### src/rtl/ifu_pkg.sv
// Shared types and constants for the instruction fetch unit.
// Misaligned-redirect trapping is enabled by defining IFU_MISALIGN_TRAP_EN.
package ifu_pkg;
   localparam int XLEN = 32;
   localparam logic [XLEN-1:0] RESET_PC_DEF = 32'h0000_0000;

   localparam int OPC_LSB  = 0;
   localparam int OPC_MSB  = 6;
   localparam int F3_LSB   = 12;
   localparam int F3_MSB   = 14;
   localparam int F7B5_BIT = 30;

   typedef enum logic [1:0] {
      ST_RUN   = 2'd0,
      ST_FLUSH = 2'd1,
      ST_ERR   = 2'd2
   } ifu_state_e;
endpackage

### src/rtl/ifu_fifo.sv
// Synchronous instruction buffer with flush; power-of-2 depth.
module ifu_fifo #(
   parameter int DEPTH = 2,
   parameter int WIDTH = 64
) (
   input  logic                     clk,
   input  logic                     reset_i,
   input  logic                     flush_i,
   input  logic                     push_i,
   input  logic [WIDTH-1:0]         wdata_i,
   input  logic                     pop_i,
   output logic [WIDTH-1:0]         rdata_o,
   output logic                     full_o,
   output logic                     empty_o,
   output logic [$clog2(DEPTH):0]   count_o
);
   localparam int AW = $clog2(DEPTH);
   localparam int CW = AW + 1;

   logic [WIDTH-1:0] mem_q [DEPTH];
   logic [AW-1:0]    wptr_q, rptr_q;
   logic [CW-1:0]    cnt_q;
   logic             do_push, do_pop;

   assign full_o  = (cnt_q == CW'(DEPTH));
   assign empty_o = (cnt_q == '0);
   assign count_o = cnt_q;
   assign rdata_o = mem_q[rptr_q];

   assign do_pop  = pop_i && !empty_o;
   assign do_push = push_i && (!full_o || do_pop);

   always_ff @(posedge clk) begin
      if (reset_i || flush_i) begin
         wptr_q <= '0;
         rptr_q <= '0;
         cnt_q  <= '0;
      end else begin
         if (do_push) wptr_q <= wptr_q + AW'(1);
         if (do_pop)  rptr_q <= rptr_q + AW'(1);
         cnt_q <= cnt_q + CW'(do_push) - CW'(do_pop);
      end
   end

   always_ff @(posedge clk) begin
      if (do_push) mem_q[wptr_q] <= wdata_i;
   end
endmodule

### src/rtl/instr_fetch_unit.sv
// Credit-based instruction fetch front end with redirect flush.
// Define IFU_MISALIGN_TRAP_EN to trap misaligned redirect targets.
module instr_fetch_unit
   import ifu_pkg::*;
#(
   parameter logic [31:0] RESET_PC   = RESET_PC_DEF,
   parameter int          FIFO_DEPTH = 2
) (
   input  logic        clk,
   input  logic        reset,
   input  logic        pc_src,
   input  logic [31:0] pc_target,
   output logic        imem_req,
   output logic [31:0] imem_addr,
   input  logic        imem_ready,
   input  logic        imem_rvalid,
   input  logic [31:0] imem_rdata,
   output logic        instr_valid,
   input  logic        instr_ready,
   output logic [31:0] instr,
   output logic [31:0] instr_pc,
   output logic [31:0] instr_pc_plus4,
   output logic [6:0]  opcode,
   output logic [2:0]  funct3,
   output logic        funct7b5,
   output logic        fetch_misaligned
);
   localparam int CW = $clog2(FIFO_DEPTH) + 1;
   localparam int FW = 2 * XLEN;
   localparam logic [CW:0] DEPTH_C = (CW+1)'(FIFO_DEPTH);

   ifu_state_e     state_q, state_d;
   logic [31:0]    fetch_pc_q, fetch_pc_d;
   logic [CW-1:0]  outst_q, outst_d;
   logic [CW-1:0]  drop_q, drop_d;
   logic           misal_q, misal_d;

   logic [CW-1:0]  fifo_cnt;
   logic           fifo_full, fifo_empty;
   logic [FW-1:0]  fifo_rdata;
   logic           push, pop, accept, mis_tgt;
   logic [CW:0]    credit;
   logic [31:0]    resp_pc;

`ifdef IFU_MISALIGN_TRAP_EN
   assign mis_tgt          = |pc_target[1:0];
   assign fetch_misaligned = misal_q;
`else
   assign mis_tgt          = 1'b0;
   assign fetch_misaligned = 1'b0;
`endif

   assign credit    = {1'b0, fifo_cnt} + {1'b0, outst_q};
   assign imem_req  = !reset && (state_q == ST_RUN) && !pc_src
                      && (credit < DEPTH_C);
   assign imem_addr = fetch_pc_q;
   assign accept    = imem_req && imem_ready;

   // Responses return in order, so the oldest outstanding one belongs
   // to the address issued outst_q requests ago.
   assign resp_pc = fetch_pc_q - 32'({outst_q, 2'b00});
   assign push    = imem_rvalid && (state_q == ST_RUN) && !pc_src;
   assign pop     = instr_valid && instr_ready;

   ifu_fifo #(
      .DEPTH (FIFO_DEPTH),
      .WIDTH (FW)
   ) u_fifo (
      .clk     (clk),
      .reset_i (reset),
      .flush_i (pc_src),
      .push_i  (push),
      .wdata_i ({imem_rdata, resp_pc}),
      .pop_i   (pop),
      .rdata_o (fifo_rdata),
      .full_o  (fifo_full),
      .empty_o (fifo_empty),
      .count_o (fifo_cnt)
   );

   assign instr_valid    = !reset && !fifo_empty;
   assign instr          = fifo_rdata[FW-1:XLEN];
   assign instr_pc       = fifo_rdata[XLEN-1:0];
   assign instr_pc_plus4 = instr_pc + 32'd4;
   assign opcode   = instr_valid ? instr[OPC_MSB:OPC_LSB] : '0;
   assign funct3   = instr_valid ? instr[F3_MSB:F3_LSB]   : '0;
   assign funct7b5 = instr_valid ? instr[F7B5_BIT]        : 1'b0;

   always_comb begin
      state_d    = state_q;
      fetch_pc_d = fetch_pc_q;
      drop_d     = drop_q;
      misal_d    = misal_q;
      outst_d    = outst_q + CW'(accept) - CW'(imem_rvalid);
      if (accept) fetch_pc_d = fetch_pc_q + 32'd4;
      if (pc_src) fetch_pc_d = pc_target & ~32'h3;
      case (state_q)
         ST_FLUSH: begin
            if (pc_src) misal_d = mis_tgt;
            if (imem_rvalid) begin
               drop_d = drop_q - CW'(1);
               if (drop_q == CW'(1))
                  state_d = misal_d ? ST_ERR : ST_RUN;
            end
         end
         ST_RUN, ST_ERR: begin
            if (pc_src) begin
               misal_d = mis_tgt;
               drop_d  = outst_q - CW'(imem_rvalid);
               if (drop_d != '0)  state_d = ST_FLUSH;
               else if (mis_tgt)  state_d = ST_ERR;
               else               state_d = ST_RUN;
            end
         end
         default: state_d = ST_RUN;
      endcase
   end

   always_ff @(posedge clk) begin
      if (reset) begin
         state_q    <= ST_RUN;
         fetch_pc_q <= RESET_PC;
         outst_q    <= '0;
         drop_q     <= '0;
         misal_q    <= 1'b0;
      end else begin
         state_q    <= state_d;
         fetch_pc_q <= fetch_pc_d;
         outst_q    <= outst_d;
         drop_q     <= drop_d;
         misal_q    <= misal_d;
      end
   end

   logic unused_full;
   assign unused_full = fifo_full;
endmodule

### config.mk
export PLATFORM = sky130hd
export DESIGN_NAME = instr_fetch_unit
export DESIGN_NICKNAME = d
export VERILOG_FILES = /design/src/rtl/ifu_pkg.sv /design/src/rtl/ifu_fifo.sv /design/src/rtl/instr_fetch_unit.sv
export SDC_FILE = /design/constraint.sdc
export NUM_CORES = 1
export LEC_CHECK = 0
export ABC_AREA = 1
export CAP_MARGIN = 25
export CORE_MARGIN = 4
export CORE_UTILIZATION = 46
export CTS_CLUSTER_SIZE = 25
export DETAILED_ROUTE_END_ITERATION = 12
export PLACE_DENSITY = 0.77
export SETUP_SLACK_MARGIN = 0.15
export SLEW_MARGIN = 20
export SYNTH_ARGS = -nofsm -noshare
export SYNTH_HDL_FRONTEND = slang
export SYNTH_SLANG_ARGS = --single-unit
### constraint.sdc
create_clock -name clk -period 5.39 [get_ports clk]
set_clock_uncertainty 0.05 [all_clocks]
set_input_delay 1.3475 -clock clk [delete_from_list [all_inputs] [get_ports clk]]
set_output_delay 1.3475 -clock clk [all_outputs]
set_load 0.01 [all_outputs]
==> results.toml <==
[global_routing]
overflow = 0
grt_max_degree = 66
antenna_found_initial = 0
globalRouteTotalUtil_pct = 20.66
first_global_vias = 7249
grt_first_pass_wirelength_mm = 36.33

[detailed_routing]
firstDrtPassIters = 4
finalWirelength_mm = 22.88
drcViolationCount = 0
ant_nets = 0
via_count = 7670
wl_per_cell_um = 14.62
routed_via_density = 4.901
drt_iter0_markers = 444

[yosys]
async_flop_share_pct = 0
synth-seq-area-share_pct = 50.28
yosys_warnings = 0
netlist_instances = 1094
synth-edff-count = 124
ys_ff_latch = 166
ys.flop_type = "edfxtp_1"
synth_area_um2 = 9077
ys_types = 38
postSynthAreaPerCell_um2 = 8.297

[timing]
fmax_mhz = 208.4
rsz0062_at_grt = "false"
post-route-min-period_ns = 4.798
slew_headroom_pct = 36.76
setup_viol = 0
drv_slew = 0
min_period_over_period_pct = 89.01
finalHoldViolations = 0
fin_tns_setup_ns = 0
worst_pin_slew_ns = 0.9451

[clock_network]
htree_levels = 4
cts_hold_buf = 0
cts-buffers-inserted = 17
cts_root_buf = "clkbuf_16"
path_clk_slew_ns = 0.07
clock_latency_ns = 0.43
cts_tree = "yes"
postCtsSetupBuffers = 0
clockBufferDepth = 2
clock-sinks = 166
cts_resized = 0

[floorplan]
initial_core_util_pct = 46.64
core-area_um2 = 19460
ios = 212
die_h_um = 148.5
dieArea_um2 = 22040
die_w_um = 148.5
num_rows = 51

[finish]
final_area_um2 = 11890
final_cell_mix = "261 x nand2_1, 202 x clkdlybuf4s50_1, 166 x inv_1, 146 x nor2_1, 124 x edfxtp_1"
n_fill_cell = 1649
antennaDiodeCount = 0
mostFrequentLayoutCell = "nand2_1"
synthToLayoutAreaGrowth_pct = 30.97
nets = 1369
drive_gt1_share_pct = 7.615

[power]
irDropWorstVdd_uv = 247.9
p_int_mw = 2.332
clkPwrFrac_pct = 36.6
cellPowerDensity_nw_per_um2 = 267.8
p_leak_nw = 4.749
p_seq_share_pct = 46.9
p_sw_uw = 851.1
combPwrFrac_pct = 16.5
p_sw_share_pct = 26.74

[critical_path]
cp-start-kind = "flop"
worst-path-max-fanout = 65
crit_type = "flop to output pin"
r2r_slack_ns = 2.67
path_common_cell = "nand2_1"
crit_path_cell_trace = "buf_4 -> nand2_1 -> o21ai_2 -> nand2_1 -> nor2_2 -> nand2_2 -> nor2_2 -> nand3_1 -> nand2_1 -> clkdlybuf4s50_1"
slowest_stage = "dfxtp_4"
critPathArrivalTime_ns = 3.40
cp-end-kind = "output pin"
crit_required_ns = 3.99
critPathMaxStageDelay_ns = 0.75

[place]
placed_cell_area_um2 = 11320
dpl.hpwl_mm = 17.57
portBuffers = 202
routabilityCongestion = 0.8822

[outcome]
status = "finished, final reports clean"

[worst_hold_path]
min_path_type = "flop to flop"

[run]
drv_cap = 0
## power by group through the flow
stage               registers [mW]  clock network (mW)  logic, mW
floorplan                     1.50                   0      0.282
global placement              1.52                   0      0.513
detailed placement            1.52                   0      0.525
CTS                           1.49                1.18      0.527
global route                  1.50                1.24      0.581
finish                        1.49                1.17      0.525
## flip-flops by register name (all words and copies together) (netlist names), named ones only
name / count
drop_q: 2
imem_addr: 30
state_q: 2
u_fifo.rptr_q: 1
outst_q: 2
u_fifo.mem_q: 124
misal_q: 1
u_fifo.count_o: 2
u_fifo.wptr_q: 1
## layout make-up
class	instances	area (µm²)	share of cell area [%]
clock buffer	17	425.4	3.578
inverter	169	634.4	5.336
timing repair buffer	209	2100	17.66
multi-input combinational	724	3686	31.00
tap	265	331.6	2.789
sequential	166	4568	38.42
clock inverter	15	143.9	1.210
## path summary, 6_finish.rpt
| check | from | endpoint | cells past startpoint |
|---|---|---|---|
| worst max-delay path | flop | instr_pc_plus4[28] | 10 |
| worst min-delay path | misal_q | misal_q | 2 |
| worst max register to register | outst_q[0] | imem_addr[25] | 9 |
| worst min register to register | misal_q | misal_q | 2 |
## cell usage after synthesis (4+ instances only)
| cell | instances | area (µm²) |
|---|---|---|
| nand2_1 | 261 | 979.7 |
| o21ai_1 | 14 | 70.07 |
| nor3_1 | 13 | 65.06 |
| clkbuf_1 | 14 | 52.55 |
| nand3_1 | 63 | 315.3 |
| o21ai_0 | 47 | 235.2 |
| inv_1 | 166 | 623.1 |
| dfxtp_1 | 42 | 840.8 |
| edfxtp_1 | 124 | 3724 |
| nor2_4 | 4 | 45.04 |
| ha_1 | 10 | 125.1 |
| nand2_2 | 6 | 37.54 |
| nor2_1 | 148 | 555.5 |
| buf_2 | 12 | 60.06 |
| mux2_2 | 21 | 236.5 |
| nand4_1 | 11 | 68.82 |
| a31oi_1 | 4 | 25.02 |
| buf_4 | 10 | 75.07 |
| nor2_2 | 7 | 43.79 |
| xor2_1 | 47 | 411.6 |
| o21ai_2 | 12 | 105.1 |
| a21oi_1 | 30 | 150.1 |
## cells by family (layout without fill, tap and decap cells)
group	after synthesis	count (layout)	synth area share, %
and+or+nand+nor	521	521	23.94
DFF	166	166	50.28
AOI/OAI and AO/OA	113	113	6.961
xor gates and xnor gates	50	50	4.824
buffers and inverters	210	410	9.524
adders and majority gates	12	12	1.819
muxes	21	21	2.605
other	1	7	0.04131
## worst max-delay path: cells and delay by family, from the launching register on
kind / cells / cell delay [ns]
AO/OA/AOI/OAI: 1 / 0.14
AND/OR/NAND/NOR: 7 / 1.02
buffers and inverters: 2 / 1.06
flip-flops: 1 / 0.75
## through the flow
step	power, mW	worst slack [ns]	hold slack [ns]	util [%]	instances
after floorplan	1.787	1.090	0.3720	-	1100
after global placement	2.030	0.7975	0.3839	58.16	1533
after detailed placement	2.043	0.7553	0.3867	58.16	1533
after CTS	3.201	0.5390	0.3985	61.09	1565
after global routing	3.324	0.2002	0.4305	61.09	1565
final	3.183	0.5925	0.4038	61.09	1565
## routing by layer
layer  part of all wire [%]  track usage (%)
met5                      0                0
met3                    7.2            3.656
met2                     48            34.19
met1                     43            27.80
met4                    2.0            6.467
(Power assumes the default switching activity.)
